## config.mk

```make
export PLATFORM = sky130hd
export DESIGN_NAME = matrix_scan_driver
export DESIGN_NICKNAME = d
export VERILOG_FILES = /design/src/rtl/matrix_pkg.sv /design/src/rtl/matrix_scan_timer.sv /design/src/rtl/matrix_scan_driver.sv
export SDC_FILE = /design/constraint.sdc
export NUM_CORES = 1
export LEC_CHECK = 0
export BUFFER_PORTS_ARGS = -buffer_cell sky130_fd_sc_hd__buf_2
export CAP_MARGIN = 10
export CORE_ASPECT_RATIO = 0.6
export CORE_MARGIN = 3
export CORE_UTILIZATION = 50
export CTS_CLUSTER_DIAMETER = 60
export DETAILED_ROUTE_END_ITERATION = 16
export PLACE_DENSITY_LB_ADDON = 0.05
export SYNTH_ARGS = -nofsm -noshare
export SYNTH_HDL_FRONTEND = slang
export SYNTH_SLANG_ARGS = --single-unit
```

## constraint.sdc

```tcl
create_clock -name clk -period 16.3 [get_ports clk]
set_input_delay 3.26 -clock clk [delete_from_list [all_inputs] [get_ports clk]]
set_output_delay 3.26 -clock clk [all_outputs]
set_load 0.01 [all_outputs]
```

## src/rtl/matrix_pkg.sv

```systemverilog
// rtl/matrix_pkg.sv - shared defaults and helpers for the LED-matrix scan driver
package matrix_pkg;
   localparam int DEF_ROWS       = 8;
   localparam int DEF_COLS       = 16;
   localparam int DEF_ROW_W      = 3;
   localparam int DEF_DIV_W      = 10;
   localparam int DEF_BLANK      = 16;
   localparam int DEF_BRIGHT_W   = 3;
   localparam bit DEF_ACTIVE_LOW = 1'b1;

   // Idle level of every row/column pin: high on active-low boards.
   function automatic logic inactive_level(input bit active_low);
      return active_low;
   endfunction

   function automatic int clog2(input int value);
      int r = 0;
      while ((1 << r) < value) r++;
      return r;
   endfunction
endpackage

```

## src/rtl/matrix_scan_timer.sv

```systemverilog
// rtl/matrix_scan_timer.sv - row/dwell scan counters with frame boundary strobes
module matrix_scan_timer
   import matrix_pkg::*;
#(
   parameter int ROWS  = DEF_ROWS,
   parameter int ROW_W = DEF_ROW_W,
   parameter int DIV_W = DEF_DIV_W
) (
   input  logic             clk,
   input  logic             reset,
   input  logic             enable,
   output logic [ROW_W-1:0] row_idx,
   output logic [DIV_W-1:0] dwell,
   output logic             frame_start,
   output logic             frame_end
);
   localparam logic [ROW_W-1:0] ROW_LAST   = ROW_W'(ROWS - 1);
   localparam logic [DIV_W-1:0] DWELL_LAST = '1;

   always_ff @(posedge clk or posedge reset) begin
      if (reset) begin
         row_idx <= '0;
         dwell   <= '0;
      end else if (!enable) begin
         // Held at the origin so re-enable always begins a fresh frame.
         row_idx <= '0;
         dwell   <= '0;
      end else begin
         dwell <= dwell + 1'b1;
         if (dwell == DWELL_LAST)
            row_idx <= (row_idx == ROW_LAST) ? '0 : row_idx + 1'b1;
      end
   end

   assign frame_start = enable && (row_idx == '0) && (dwell == '0);
   assign frame_end   = enable && (row_idx == ROW_LAST) && (dwell == DWELL_LAST);
endmodule

```

## src/rtl/matrix_scan_driver.sv

```systemverilog
// rtl/matrix_scan_driver.sv - double-buffered LED-matrix scan driver with
// tear-free frame-boundary swaps, anti-ghost blanking and PWM brightness
module matrix_scan_driver
   import matrix_pkg::*;
#(
   parameter int ROWS       = DEF_ROWS,
   parameter int COLS       = DEF_COLS,
   parameter int ROW_W      = DEF_ROW_W,
   parameter int DIV_W      = DEF_DIV_W,
   parameter int BLANK      = DEF_BLANK,
   parameter int BRIGHT_W   = DEF_BRIGHT_W,
   parameter bit ACTIVE_LOW = DEF_ACTIVE_LOW
) (
   input  logic                clk,
   input  logic                reset,
   input  logic                enable,
   input  logic                wr_en,
   input  logic [ROW_W-1:0]    wr_row,
   input  logic [COLS-1:0]     wr_data,
   input  logic                swap_req,
   input  logic [BRIGHT_W-1:0] brightness,
   output logic                swap_ack,
   output logic                frame_start,
   output logic [ROWS-1:0]     MATRIX_ROW,
   output logic [COLS-1:0]     MATRIX_COL
);
   localparam int               DEPTH    = 2 ** ROW_W;
   localparam logic [ROW_W:0]   ROWS_L   = (ROW_W + 1)'(ROWS);
   localparam logic [DIV_W-1:0] BLANK_L  = DIV_W'(BLANK);
   localparam logic             INACTIVE = inactive_level(ACTIVE_LOW);

   logic [ROW_W-1:0]    row_idx;
   logic [DIV_W-1:0]    dwell;
   logic                frame_start_c;
   logic                frame_end;
   logic [COLS-1:0]     bank [2][DEPTH];
   logic                front;
   logic                pending;
   logic                commit;
   logic [BRIGHT_W-1:0] bright_q;
   logic [BRIGHT_W-1:0] slot;
   logic                lit;
   logic [ROWS-1:0]     row_val;
   logic [COLS-1:0]     col_val;

   matrix_scan_timer #(
      .ROWS  (ROWS),
      .ROW_W (ROW_W),
      .DIV_W (DIV_W)
   ) u_timer (
      .clk         (clk),
      .reset       (reset),
      .enable      (enable),
      .row_idx     (row_idx),
      .dwell       (dwell),
      .frame_start (frame_start_c),
      .frame_end   (frame_end)
   );

   // Disabled display has no frame to tear, so a pending swap commits at once.
   assign commit = pending && (frame_end || !enable);
   assign slot   = dwell[DIV_W-1 -: BRIGHT_W];
   assign lit    = enable && (dwell >= BLANK_L) && (slot <= bright_q);

   always_comb begin
      row_val = '0;
      col_val = '0;
      if (enable) row_val = ROWS'(1) << row_idx;
      if (lit)    col_val = bank[front][row_idx];
   end

   // Writes target the bank that is back before any swap committing this cycle.
   always_ff @(posedge clk or posedge reset) begin
      if (reset) begin
         for (int r = 0; r < DEPTH; r++) begin
            bank[0][r] <= '0;
            bank[1][r] <= '0;
         end
      end else if (wr_en && ({1'b0, wr_row} < ROWS_L)) begin
         bank[~front][wr_row] <= wr_data;
      end
   end

   always_ff @(posedge clk or posedge reset) begin
      if (reset) begin
         front       <= 1'b0;
         pending     <= 1'b0;
         bright_q    <= '0;
         swap_ack    <= 1'b0;
         frame_start <= 1'b0;
         MATRIX_ROW  <= {ROWS{INACTIVE}};
         MATRIX_COL  <= {COLS{INACTIVE}};
      end else begin
         front       <= front ^ commit;
         pending     <= swap_req || (pending && !commit);
         if (dwell == '0) bright_q <= brightness;
         swap_ack    <= commit;
         frame_start <= frame_start_c;
         MATRIX_ROW  <= row_val ^ {ROWS{INACTIVE}};
         MATRIX_COL  <= col_val ^ {COLS{INACTIVE}};
      end
   end
endmodule

```

Word-level counts from Yosys, hierarchy flattened

Cells that the tools add are included.

Output and inout bits: 26
Input port bits: 27
Logic and storage cells: 80
Bits in registers: 300

Muxes and demuxes: 17
Add/sub/neg operators: 2
Shifts and indexed selects: 1
Reduce and logical (&&, ||, !) cells: 16
Eq/ne operators: 3
Bitwise logic cells: 8
Magnitude comparators: 8

Operators with widths:

| cell                                                                         | count |
|---|---|
| 128-bit two-way mux                                                          | 4 |
| 256-bit bitwise mux                                                          | 1 |
| 128-bit demux with 1-bit select                                              | 1 |
| 16-bit two-way mux                                                           | 4 |
| 16-bit binary-select mux with 3-bit select                                   | 1 |
| 16-bit demux with 3-bit select                                               | 1 |
| 16-bit NOT                                                                   | 1 |
| 10-bit by 1-bit adder with 10-bit output, second input constant              | 1 |
| 10-bit equality test, second input constant                                  | 1 |
| 10-bit by 5-bit >= comparator with 1-bit output, second input constant       | 1 |
| 1-bit logical AND                                                            | 10 |
| 10-bit logical NOT                                                           | 1 |
| 10-bit two-way mux                                                           | 1 |
| 3-bit two-way mux                                                            | 3 |
| 4-bit >= comparator, second input constant                                   | 2 |
| 8-bit two-way mux                                                            | 1 |
| 3-bit NOT with 4-bit output                                                  | 2 |
| 8-bit NOT                                                                    | 1 |
| 1-bit by 3-bit left shift with 8-bit output, first input constant            | 1 |
| 2-bit >= comparator, second input constant                                   | 2 |
| 4-bit by 1-bit less-than comparator with 1-bit output, second input constant | 1 |
| 1-bit NOT with 2-bit output                                                  | 2 |
| 3-bit by 1-bit adder with 3-bit output, second input constant                | 1 |
| 3-bit equality test, second input constant                                   | 1 |
| 8 further kinds                                                              | 10 |

Depth between registers and ports, before layout

Depth in word-level cells: 9
Gate-level depth with buffers: 7
Mapped depth without buffers: 6

Hierarchy

Synthesis repeated with hierarchy kept, for this count alone.

Cells, all modules: 854
Area total of the unflattened synthesis: 13680.6 µm²

By module, submodules not included:

| module             | times used | area an instance (µm²) | sequential area each (µm²) | cells an instance |
|---|---|---|---|---|
| matrix_scan_driver | 1          | 12948.7                | 7211.9                     | 778 |
| matrix_scan_timer  | 1          | 732.0                  | 325.3                      | 76 |

Worst setup path before layout

Ideal clock, no wire load.

Path type: input port to flip-flop
Start: input wr_row[0]
End: register bank[208] (netlist bit)
Setup slack: 11.762 ns
Stages: 4
Path buffers: 1
Setup time: 0.125 ns
Data arrival time: 4.413 ns
Required time: 16.175 ns
Cells stage by stage: nand3b_1 > nor2_1 > buf_2 > mux2_2

Cells in the longest elaborated chain, start to end: 8

RTL lines:

| item                                                                                                               | line                     | source |
|---|---|---|
| from (decl)                                                                                                        | matrix_scan_driver.sv:18 | `input logic [ROW_W-1:0] wr_row,` |
| 3-bit NOT with 4-bit output *                                                                                      | matrix_scan_driver.sv:80 | `bank[~front][wr_row] <= wr_data;` |
| 4-bit >= comparator (implied by the code) or 4-bit by 1-bit less-than comparator with 1-bit output (tied branches) | matrix_scan_driver.sv:80 |  |
| 1-bit logical AND (implied by the code)                                                                            | matrix_scan_driver.sv:80 |  |
| 16-bit two-way mux (implied by the code)                                                                           | matrix_scan_driver.sv:80 |  |
| 16-bit demux with 3-bit select *                                                                                   | matrix_scan_driver.sv:80 |  |
| 128-bit two-way mux (implied by the code) *                                                                        | matrix_scan_driver.sv:80 |  |
| 128-bit demux with 1-bit select *                                                                                  | matrix_scan_driver.sv:80 |  |
| 256-bit bitwise mux *                                                                                              | matrix_scan_driver.sv:80 |  |
| to (signal, indexed assignment)                                                                                    | matrix_scan_driver.sv:80 |  |
| to (decl)                                                                                                          | matrix_scan_driver.sv:36 | `logic [COLS-1:0] bank [2][DEPTH];` |

Every way passes the cells marked *; elsewhere a longest branch is shown, timed or not.
A chain may end at the register's enable or synchronous reset.

Worst setup path in the final report

Start: input wr_row[1]
End: register bank[255] (netlist bit)

The elaborated chain is that of the path after synthesis.

==> results.tsv <==
metric	value	unit
Final Hold Viols	0	
Lkg Pwr	6.43	nW
Iter 0 DRT Violations	543	
port bufs	52	
Cell variety after synth	41	
hold_ws	0.489	ns
Synth Area in Adders	0.0102	
slowest stage cell, crit path	nand3b_1	
CP arrival	5.05	ns
unrepaired setup endpoints after global routing	false	
yosys synthesis warning count	0	
post-synth top area share	0.512	
share of layout cells above drive strength 1	0.474	
Placement Setup Slack	11.02	ns
Via density	5.76	
max frequency	217	MHz
CP Capture Type	register	
total setup buffers inserted after CTS	0	
root buffer cell	clkbuf_16	
non-filler cells, final	1322	
chip height	133	microns
Slew Limit Fails	0	
full die area	29000	sq um
slowest stage delay, CP	0.80	ns
Final Util	0.582	
hold depth	1	
diodes inserted	0	
CP Launch Type	input port	
initial antenna violation count	0	
fin nets	986	
Max-cap violations	0	
# IOs	53	
worst setup margin	11.68	ns
Seq/Total Area, Yosys	0.559	
worst-path maximum fanout	16	
minimum clock period	4.62	ns
final WL	30200	microns
Cells after DPL	1269	
detailed-route wire length per cell	22.8	microns
CTS Hold Buffers Added	0	
final setup TNS	0	ns
Peak supply drop	0.105	mV
top post-synthesis cells by area	dfrtp_1 (51%), mux2_2 (19%), mux4_2 (11%), dfstp_2 (4.7%), nand2_1 (3.0%)	
Hold Path Class	register to register	
main combinational cell family by area after synthesis	multiplexers	
Power Density	173	nW/um^2
register area	7540	sq um
Reg2Reg Depth	5	
CTS resizes	0	
first-pass GRT wire length	47700	microns
Detailed Routing Iterations Pass 1	4	
Horiz. Die Dim	218	microns
CTS max path bufs	3	
Num Clock Sinks	300	
CTS clk-pin slew, worst paths	0.06	ns
Syn Inst Count	910	
Final ANT Viol Nets	0	
Final setup viols	0	
CTS tree	built	
Critical Path RT	16.73	ns
post-synth net total	948	
critical-path cell list	buf_2 -> nor3b_2 -> nand3b_1 -> mux2_2	
flops & latches, synth	300	
Clock Skews	0.0199	ns
Clock Latency Late Sink	0.56	ns
Crit Path Category	input port to register	
Post-Synth Simple-Gate Area	0.0547	
row count	45	
Final Cycle Share	0.283	
grt ovf	0	
cell area after synthesis	13500	sq um
GRT Util Overall	0.213	
syn_area_per_cell	14.8	sq um
DRC Markers	0	
Area Growth Syn to Fin	11.7	%
hpwl dp	17800	microns
filler instances	2050	
H-tree Lvls	1	
compound-cell area share of the yosys netlist	0.0214	
mux cell area share after synthesis	0.323	
largest net degree at the start of global routing	149	
worst rel slew slack	0.220	
Slew @ Worst Pin	1.17	ns
post-synthesis xor/xnor area fraction	0.00585	
Core Area	25900	sq um
GP Congestion	0.775	
biggest area consumer among synthesized cells	dfrtp_1	
Num CTS Buffers	29	
footprint of the multi-input gates	5620	sq um
vias in the first global route	8093	
outcome	finished, final reports clean	
DR vias	7617	
Initial Utilization	0.521	
==> final cells by class <==
cell class                 count  share of cell area
clock buffer                  43              0.0550
clock inverter                10              0.0119
inverter                      13             0.00374
multi-input combinational    534               0.373
sequential                   300               0.501
tap                          352              0.0292
timing repair buffer          70              0.0262
==> synthesized netlist by cell type <==
library cell	count
dfrtp_1	276
mux2_2	226
nand2_1	109
mux4_2	64
buf_2	34
mux2_1	33
dfstp_2	24
clkbuf_1	23
inv_1	13
nor2_1	13
a22oi_2	11
ha_1	11
and2_1	9
nand3_1	9
xnor2_1	8
a22oi_1	5
or3_1	4
buf_1	3
nand2b_1	3
nand3b_1	3
nor2b_1	3
a21oi_2	2
a31oi_1	2
buf_6	2
nand4_1	2
nor3_1	2
o21ai_0	2
a211o_1	1
a21boi_0	1
a31o_2	1
and3_1	1
and4_1	1
buf_4	1
nor3_2	1
nor3b_2	1
nor4_4	1
o211a_1	1
o311ai_4	1
o31ai_2	1
or4_4	1
xor2_1	1
==> state kept, by name, indices dropped and copies added (netlist names) <==
| name | cells |
|---|---|
| MATRIX_COL | 16 |
| MATRIX_ROW | 8 |
| bank | 256 |
| bright_q | 3 |
| frame_start | 1 |
| front | 1 |
| pending | 1 |
| swap_ack | 1 |
| u_timer.dwell | 10 |
| u_timer.row_idx | 3 |
==> worst max-delay path, delay by kind of cell <==
kind	cells	cell delay [ns]
and+or+nand+nor	2	1.09
buffers and inverters	1	0.13
muxes	1	0.57
==> per-stage QoR <==
| step | power, mW | cell area [sq um] |
|---|---|---|
| 2_1_floorplan | 1.75 | 13500 |
| 4_1_cts | 2.64 | 15100 |
| 3_3_place_gp | 1.86 | 14100 |
| 6_report | 2.61 | 15100 |
| 3_5_place_dp | 1.91 | 14100 |
| 5_1_grt | 2.76 | 15100 |
==> placed cells by master, fill, tap and decap left out, types with 4 or more instances in the layout <==
cell       netlist  final
a22oi_1          5      5
a22oi_2         11     11
and2_1           9      9
buf_2           34     52
buf_4            1     18
bufinv_16        0      5
clkbuf_1        23      9
clkbuf_16        0     29
clkbuf_8         0      5
clkinv_2         0      4
dfrtp_1        276    274
dfstp_2         24     24
ha_1            11     11
inv_1           13     12
mux2_1          33     33
mux2_2         226    226
mux4_2          64     64
nand2_1        109    109
nand3_1          9      9
nor2_1          13      4
nor2_2           0      9
or3_1            4      4
xnor2_1          8      8
==> path summary, 6_finish.rpt <==
| check | start | end | slack [ns] |
|---|---|---|---|
| min reg2reg | bank[80] | bank[80] | 0.49 |
| max in group asynchronous | reset | bank[41] | 11.71 |
| max | wr_row[1] | bank[255] | 11.68 |
| max reg2reg | u_timer.row_idx[0] | MATRIX_COL[7] | 13.61 |
| min | bank[80] | bank[80] | 0.49 |
| min in group asynchronous | reset | bank[4] | 2.90 |
==> power by group <==
group	switching, mW	total, mW	internal (mW)
sequential	0.168	1.23	1.06
clock	0.286	0.715	0.429
combinational	0.244	0.668	0.424
total	0.697	2.61	1.91
==> layer usage <==
layer / global-route usage / up-vias / wire [microns]
li1: - / 3350 / -
met1: 0.316 / 4052 / 14000
met2: 0.331 / 173 / 13800
met3: 0.0403 / 42 / 1800
met4: 0.0413 / 0 / 542
met5: 0 / - / 0
==> cell families after synthesis <==
| group | after synthesis |
|---|---|
| xor+xnor | 9 |
| simple gates | 163 |
| buf+inv | 76 |
| fa+ha+maj | 11 |
| mux | 323 |
| compound gates | 28 |
| flops | 300 |
(Power assumes the default switching activity.)
